===== src/rtl/uart_pkg.sv =====
// Shared UART definitions: receiver state encoding and oversampling constants.
// The same definitions are intended for the transmitter.
package uart_pkg;

    typedef enum logic [2:0] {
        IDLE   = 3'd0,
        START  = 3'd1,
        DATA   = 3'd2,
        PARITY = 3'd3,
        STOP   = 3'd4
    } rx_state_t;

    localparam int OVERSAMPLE = 16;
    localparam int MID_TICK   = 7;

    // Bit-counter width; never narrower than one bit.
    function automatic int cnt_width(input int n);
        return (n > 1) ? $clog2(n) : 1;
    endfunction

endpackage


===== src/rtl/uart_rx_if.sv =====
// Receiver-side bus: serial line and oversample strobe in, received word and status out.
interface uart_rx_if #(
    parameter int DBIT = 8
);
    logic            rx;
    logic            s_tick;
    logic [DBIT-1:0] dout;
    logic            rx_done_tick;
    logic            frame_err;
    logic            parity_err;
    logic            busy;

    modport master (
        output rx, s_tick,
        input  dout, rx_done_tick, frame_err, parity_err, busy
    );

    modport slave (
        input  rx, s_tick,
        output dout, rx_done_tick, frame_err, parity_err, busy
    );
endinterface


===== src/rtl/uart_sync2.sv =====
// Two-flop synchroniser for an asynchronous, idle-high input.
// Both stages reset to 1 so a reset never looks like a falling edge.
module uart_sync2 (
    input  logic clk,
    input  logic reset_n,
    input  logic i_d,
    output logic o_q
);
    logic r_meta;
    logic r_q;

    always_ff @(posedge clk or negedge reset_n) begin
        if (!reset_n) begin
            r_meta <= 1'b1;
            r_q    <= 1'b1;
        end else begin
            r_meta <= i_d;
            r_q    <= r_meta;
        end
    end

    assign o_q = r_q;
endmodule


===== src/rtl/uart_rx.sv =====
// UART receiver: 16x oversampled, 1 start, DBIT data LSB first, optional parity, stop.
// Parity bit and checking exist only when UART_RX_PARITY_EN is defined.
module uart_rx
    import uart_pkg::*;
#(
    parameter int DBIT       = 8,
    parameter int SB_TICK    = 16,
    parameter int PARITY_ODD = 0
) (
    input  logic     clk,
    input  logic     reset_n,
    uart_rx_if.slave bus
);
    localparam int N_W = cnt_width(DBIT);

    localparam logic [4:0]     MID_CNT  = 5'(MID_TICK);
    localparam logic [4:0]     BIT_LAST = 5'(OVERSAMPLE - 1);
    localparam logic [4:0]     STP_LAST = 5'(SB_TICK - 1);
    localparam logic [N_W-1:0] N_LAST   = N_W'(DBIT - 1);

    logic w_rx_s;

    rx_state_t       r_state,  w_state_next;
    logic [4:0]      r_s_cnt,  w_s_cnt_next;
    logic [N_W-1:0]  r_n,      w_n_next;
    logic [DBIT-1:0] r_shift,  w_shift_next;
    logic [DBIT-1:0] r_dout,   w_dout_next;
    logic            r_done,   w_done_next;
    logic            r_ferr,   w_ferr_next;
`ifdef UART_RX_PARITY_EN
    logic            r_par_bad, w_par_bad_next;
    logic            r_perr,    w_perr_next;
`endif

    uart_sync2 u_sync (
        .clk     (clk),
        .reset_n (reset_n),
        .i_d     (bus.rx),
        .o_q     (w_rx_s)
    );

    always_ff @(posedge clk or negedge reset_n) begin
        if (!reset_n) begin
            r_state <= IDLE;
            r_s_cnt <= '0;
            r_n     <= '0;
            r_shift <= '0;
            r_dout  <= '0;
            r_done  <= 1'b0;
            r_ferr  <= 1'b0;
`ifdef UART_RX_PARITY_EN
            r_par_bad <= 1'b0;
            r_perr    <= 1'b0;
`endif
        end else begin
            r_state <= w_state_next;
            r_s_cnt <= w_s_cnt_next;
            r_n     <= w_n_next;
            r_shift <= w_shift_next;
            r_dout  <= w_dout_next;
            r_done  <= w_done_next;
            r_ferr  <= w_ferr_next;
`ifdef UART_RX_PARITY_EN
            r_par_bad <= w_par_bad_next;
            r_perr    <= w_perr_next;
`endif
        end
    end

    always_comb begin
        w_state_next = r_state;
        w_s_cnt_next = r_s_cnt;
        w_n_next     = r_n;
        w_shift_next = r_shift;
        w_dout_next  = r_dout;
        w_done_next  = 1'b0;
        w_ferr_next  = r_ferr;
`ifdef UART_RX_PARITY_EN
        w_par_bad_next = r_par_bad;
        w_perr_next    = r_perr;
`endif

        if (bus.s_tick) begin
            unique case (r_state)
                IDLE: begin
                    if (!w_rx_s) begin
                        w_state_next = START;
                        w_s_cnt_next = '0;
                    end
                end

                START: begin
                    // Mid start bit: a line that has gone high again was only a glitch.
                    if (r_s_cnt == MID_CNT) begin
                        if (!w_rx_s) begin
                            w_state_next = DATA;
                            w_s_cnt_next = '0;
                            w_n_next     = '0;
                        end else begin
                            w_state_next = IDLE;
                        end
                    end else begin
                        w_s_cnt_next = r_s_cnt + 5'd1;
                    end
                end

                DATA: begin
                    if (r_s_cnt == BIT_LAST) begin
                        w_s_cnt_next = '0;
                        w_shift_next = {w_rx_s, r_shift[DBIT-1:1]};
                        if (r_n == N_LAST) begin
`ifdef UART_RX_PARITY_EN
                            w_state_next = PARITY;
`else
                            w_state_next = STOP;
`endif
                        end else begin
                            w_n_next = r_n + N_W'(1);
                        end
                    end else begin
                        w_s_cnt_next = r_s_cnt + 5'd1;
                    end
                end

`ifdef UART_RX_PARITY_EN
                PARITY: begin
                    if (r_s_cnt == BIT_LAST) begin
                        w_par_bad_next = (^r_shift) ^ w_rx_s ^ PARITY_ODD[0];
                        w_s_cnt_next   = '0;
                        w_state_next   = STOP;
                    end else begin
                        w_s_cnt_next = r_s_cnt + 5'd1;
                    end
                end
`endif

                STOP: begin
                    if (r_s_cnt == STP_LAST) begin
                        w_dout_next  = r_shift;
                        w_ferr_next  = ~w_rx_s;
`ifdef UART_RX_PARITY_EN
                        w_perr_next  = r_par_bad;
`endif
                        w_done_next  = 1'b1;
                        w_state_next = IDLE;
                    end else begin
                        w_s_cnt_next = r_s_cnt + 5'd1;
                    end
                end

                default: w_state_next = IDLE;
            endcase
        end
    end

    assign bus.dout         = r_dout;
    assign bus.rx_done_tick = r_done;
    assign bus.frame_err    = r_ferr;
    assign bus.busy         = (r_state != IDLE);
`ifdef UART_RX_PARITY_EN
    assign bus.parity_err   = r_perr;
`else
    // No parity bit on the line, so the sense setting has nothing to act on.
    assign bus.parity_err   = PARITY_ODD[0] & 1'b0;
`endif

endmodule


===== src/flat_wrapper.sv =====
// flat-port wrapper written by rule: the top's interface ports become plain ports
module uart_rx_flat import uart_pkg::*;
#(
    parameter int DBIT       = 8,
    parameter int SB_TICK    = 16,
    parameter int PARITY_ODD = 0
)
  (clk, reset_n, bus_rx, bus_s_tick, bus_dout, bus_rx_done_tick, bus_frame_err, bus_parity_err, bus_busy);
  uart_rx_if #(.DBIT(DBIT)) bus_i ();
  input  logic clk;
  input  logic reset_n;
  input wire logic [$bits(bus_i.rx)-1:0] bus_rx;
  input wire logic [$bits(bus_i.s_tick)-1:0] bus_s_tick;
  output wire logic [$bits(bus_i.dout)-1:0] bus_dout;
  output wire logic [$bits(bus_i.rx_done_tick)-1:0] bus_rx_done_tick;
  output wire logic [$bits(bus_i.frame_err)-1:0] bus_frame_err;
  output wire logic [$bits(bus_i.parity_err)-1:0] bus_parity_err;
  output wire logic [$bits(bus_i.busy)-1:0] bus_busy;
  assign bus_i.rx = bus_rx;
  assign bus_i.s_tick = bus_s_tick;
  assign bus_dout = bus_i.dout;
  assign bus_rx_done_tick = bus_i.rx_done_tick;
  assign bus_frame_err = bus_i.frame_err;
  assign bus_parity_err = bus_i.parity_err;
  assign bus_busy = bus_i.busy;
  uart_rx #(.DBIT(DBIT), .SB_TICK(SB_TICK), .PARITY_ODD(PARITY_ODD)) u_core (.clk(clk), .reset_n(reset_n), .bus(bus_i));
endmodule

===== config.mk =====
export PLATFORM = sky130hd
export DESIGN_NAME = uart_rx_flat
export DESIGN_NICKNAME = d
export VERILOG_FILES = /design/src/rtl/uart_pkg.sv /design/src/rtl/uart_rx_if.sv /design/src/rtl/uart_sync2.sv /design/src/rtl/uart_rx.sv /design/src/flat_wrapper.sv
export SDC_FILE = /design/constraint.sdc
export NUM_CORES = 1
export LEC_CHECK = 0
export CAP_MARGIN = 30
export CORE_ASPECT_RATIO = 1.4
export CORE_MARGIN = 4
export CORE_UTILIZATION = 59
export DETAILED_ROUTE_END_ITERATION = 12
export GPL_TIMING_DRIVEN = 0
export PLACE_DENSITY = 0.89
export SYNTH_ARGS = -nofsm -noshare
export SYNTH_HDL_FRONTEND = slang
export SYNTH_SLANG_ARGS = --single-unit

===== constraint.sdc =====
create_clock -name clk -period 4.2 [get_ports clk]
set_input_delay 1.26 -clock clk [delete_from_list [all_inputs] [get_ports clk]]
set_output_delay 1.26 -clock clk [all_outputs]
set_load 0.01 [all_outputs]

==> flow_summary.toml <==
[grt]
grt_pass1_wl_um = 5020
grt_util_all_layers_pct = 19.5
antenna_found_initial = 0
grt_pass1_vias = 1101
overflow = 0
grt_max_degree = 21

[timing]
relSlewSlack_pct = 59.6
tns_ps = 0
finalSetupViolations = 0
rsz0062_at_grt = "no"
post-route-min-period_ps = 3080
post-route-period-util_pct = 73.3
max_freq_mhz = 325
fin_skew_ps = 8.60
hold_viol_final = 0
tightest_slew_ps = 604
drv_slew = 0

[setup_path]
cp-start-kind = "flip-flop"
cp_max_fo = 10
cp_data_arrival_time_ps = 1820
cp_data_required_time_ps = 2940
critical_path_class = "flip-flop to output port"
cp-end-kind = "output port"

[outcome]
status = "finished clean"

[clock_tree]
cts_max_path_buffers = 2
cts_sinks = 31
ctsResizeCount = 0
cts_buffers = 5
path_clk_slew_ps = 90
clockRootBuffer = "clkbuf_4"
cts_tree = "built"
post_cts_buffers = 0
clk_latency_ps = 320
h-tree-depth = 2
cts_hold_repair.buffers = 0

[synthesis]
ys_ff_latch = 31
synth-edff-count = 0
synthTopCellsByArea = "dfrtp_1 48%, mux2_2 9.7%, mux2_4 6.9%"
yosys_warnings = 0
yosysMostFrequentCell = "dfrtp_1"
synthCells = 114
syn_area_um2 = 1520
synth_top_area_share_pct = 47.9
synthArstFlopShare_pct = 100
avgSynthCellArea_um2 = 13.3
seq_area_frac_synth_pct = 51.4
yosysTopAreaCell = "dfrtp_1"
ys_types = 46
synth_commonest_cells = "29 x dfrtp_1, 13 x mux2_2, 7 x mux2_4, 5 x nor2_1"
synthFlopType = "dfrtp_1"
syn_nets = 122

[run]
drv_cap = 0

[final_layout]
nFillCells = 189
ff_latch_area_um2 = 778
drive_gt1_share_pct = 30.7
n_antenna_cell = 0
multi_input_area_um2 = 687
fin_nets = 144
syn_to_final_growth_pct = 17.4

[placed_design]
place_hpwl_um = 1960
port_buffers = 14
gp_congestion = 0.844

[detailed_routing]
ant_nets = 0
dr.first_iter.drc_count = 29
first_pass_iters = 4
vias = 992
wl_per_cell_um = 15.8
wl_um = 2690
viasPerCell = 5.80
route.detailed.drc = 0

[power]
leakage_nw = 0.852
ir_drop_v = 0.000404
power_w = 0.000809
p_per_area_nw_per_um2 = 454

[floorplan]
io_pins = 16
initial_utilization_pct = 62.7
num_rows = 21
die_area_um2 = 3450
fp.dieH_um = 68.0
core_um2 = 2420
die_w_um = 50.8

[worst_hold_path]
hp-class = "flip-flop to flip-flop"
routing by layer:
| layer | GRT usage, % | vias up | wire [µm] |
|---|---|---|---|
| met3 | 5.01 | 9 | 134 |
| met5 | 0 | - | 0 |
| met2 | 33.7 | 23 | 1380 |
| met1 | 22.7 | 487 | 1100 |
| met4 | 9.09 | 0 | 76 |
| li1 | - | 473 | - |
per-stage QoR:
stage | hold WS [ps] | instance area (µm²) | cells | worst slack (ps) | utilization, %
after CTS | 359 | 1780 | 171 | 1110 | 73.6
after detailed placement | 349 | 1730 | 163 | 1080 | 71.4
after floorplan | 345 | 1520 | 114 | 1820 | -
final | 353 | 1780 | 171 | 1120 | 73.6
after global routing | 368 | 1780 | 171 | 1040 | 73.6
after global placement | 346 | 1700 | 162 | 1100 | 70.2
worst paths after layout:
path                                            from              endpoint  slack, ps  cells past startpoint
worst max-delay path               u_core.r_state[0]              bus_busy       1120                      3
worst min-delay path            u_core.u_sync.r_meta     u_core.u_sync.o_q        350                      0
worst max register to register     u_core.r_s_cnt[0]     u_core.r_s_cnt[2]       2140                      5
worst min register to register  u_core.u_sync.r_meta     u_core.u_sync.o_q        350                      0
max in group asynchronous                    reset_n  u_core.u_sync.r_meta       2300                      2
min in group asynchronous                    reset_n    u_core.bus.dout[3]       1310                      1
cells by family after synthesis:
family / count (synthesis) / share of synthesized area, %
DFF: 31 / 51.4
and+or+nand+nor: 31 / 14.3
muxes: 21 / 17.3
AOI/OAI and AO/OA: 17 / 9.66
buffers and inverters: 8 / 3.30
adders and majority gates: 4 / 3.30
other: 1 / 0.247
xor gates and xnor gates: 1 / 0.578
area by class of cell:
cell class	instances	share of cell area, %
Buffer	5	2.18
Clock inverter	2	0.703
Multi-Input combinational cell	75	38.6
Clock buffer	6	2.32
Inverter	3	0.633
Timing Repair Buffer	15	9.42
Tap cell	34	2.39
Sequential cell	31	43.7
worst max-delay path, cell delays in order (launching register included):
cell,delay (ps)
dfrtp_1,430
buf_4,190
or3_1,400
clkdlybuf4s50_1,490
flip-flops by register name, summed over array words and instances, names as in the netlist:
| register | count |
|---|---|
| u_core.bus.dout | 8 |
| u_core.bus.frame_err | 1 |
| u_core.bus.rx_done_tick | 1 |
| u_core.r_n | 3 |
| u_core.r_s_cnt | 5 |
| u_core.r_shift | 8 |
| u_core.r_state | 3 |
| u_core.u_sync.o_q | 1 |
| u_core.u_sync.r_meta | 1 |
report_power, final:
group          internal, W  leakage [nW]  switching, W  total, W
logic             0.000136         0.410      0.000134  0.000270
clock network    0.0000645        0.0282     0.0000980  0.000162
registers         0.000336         0.414     0.0000404  0.000376
cells in the final DEF, fill, tap and decap left out, types with 2 or more instances in the layout:
cell and count:
ha_1 4, mux2_4 7, dfrtp_1 29, nor2_1 5, dfstp_2 2, inv_1 2, clkbuf_4 5, nor2b_1 2
nor3b_1 4, nand3_1 3, buf_4 3, mux2_2 13, o21ai_0 2, a211o_1 2, or3_1 2, clkdlybuf4s50_1 14
a22o_1 3
Note: power is estimated with default switching activity, not from simulation.
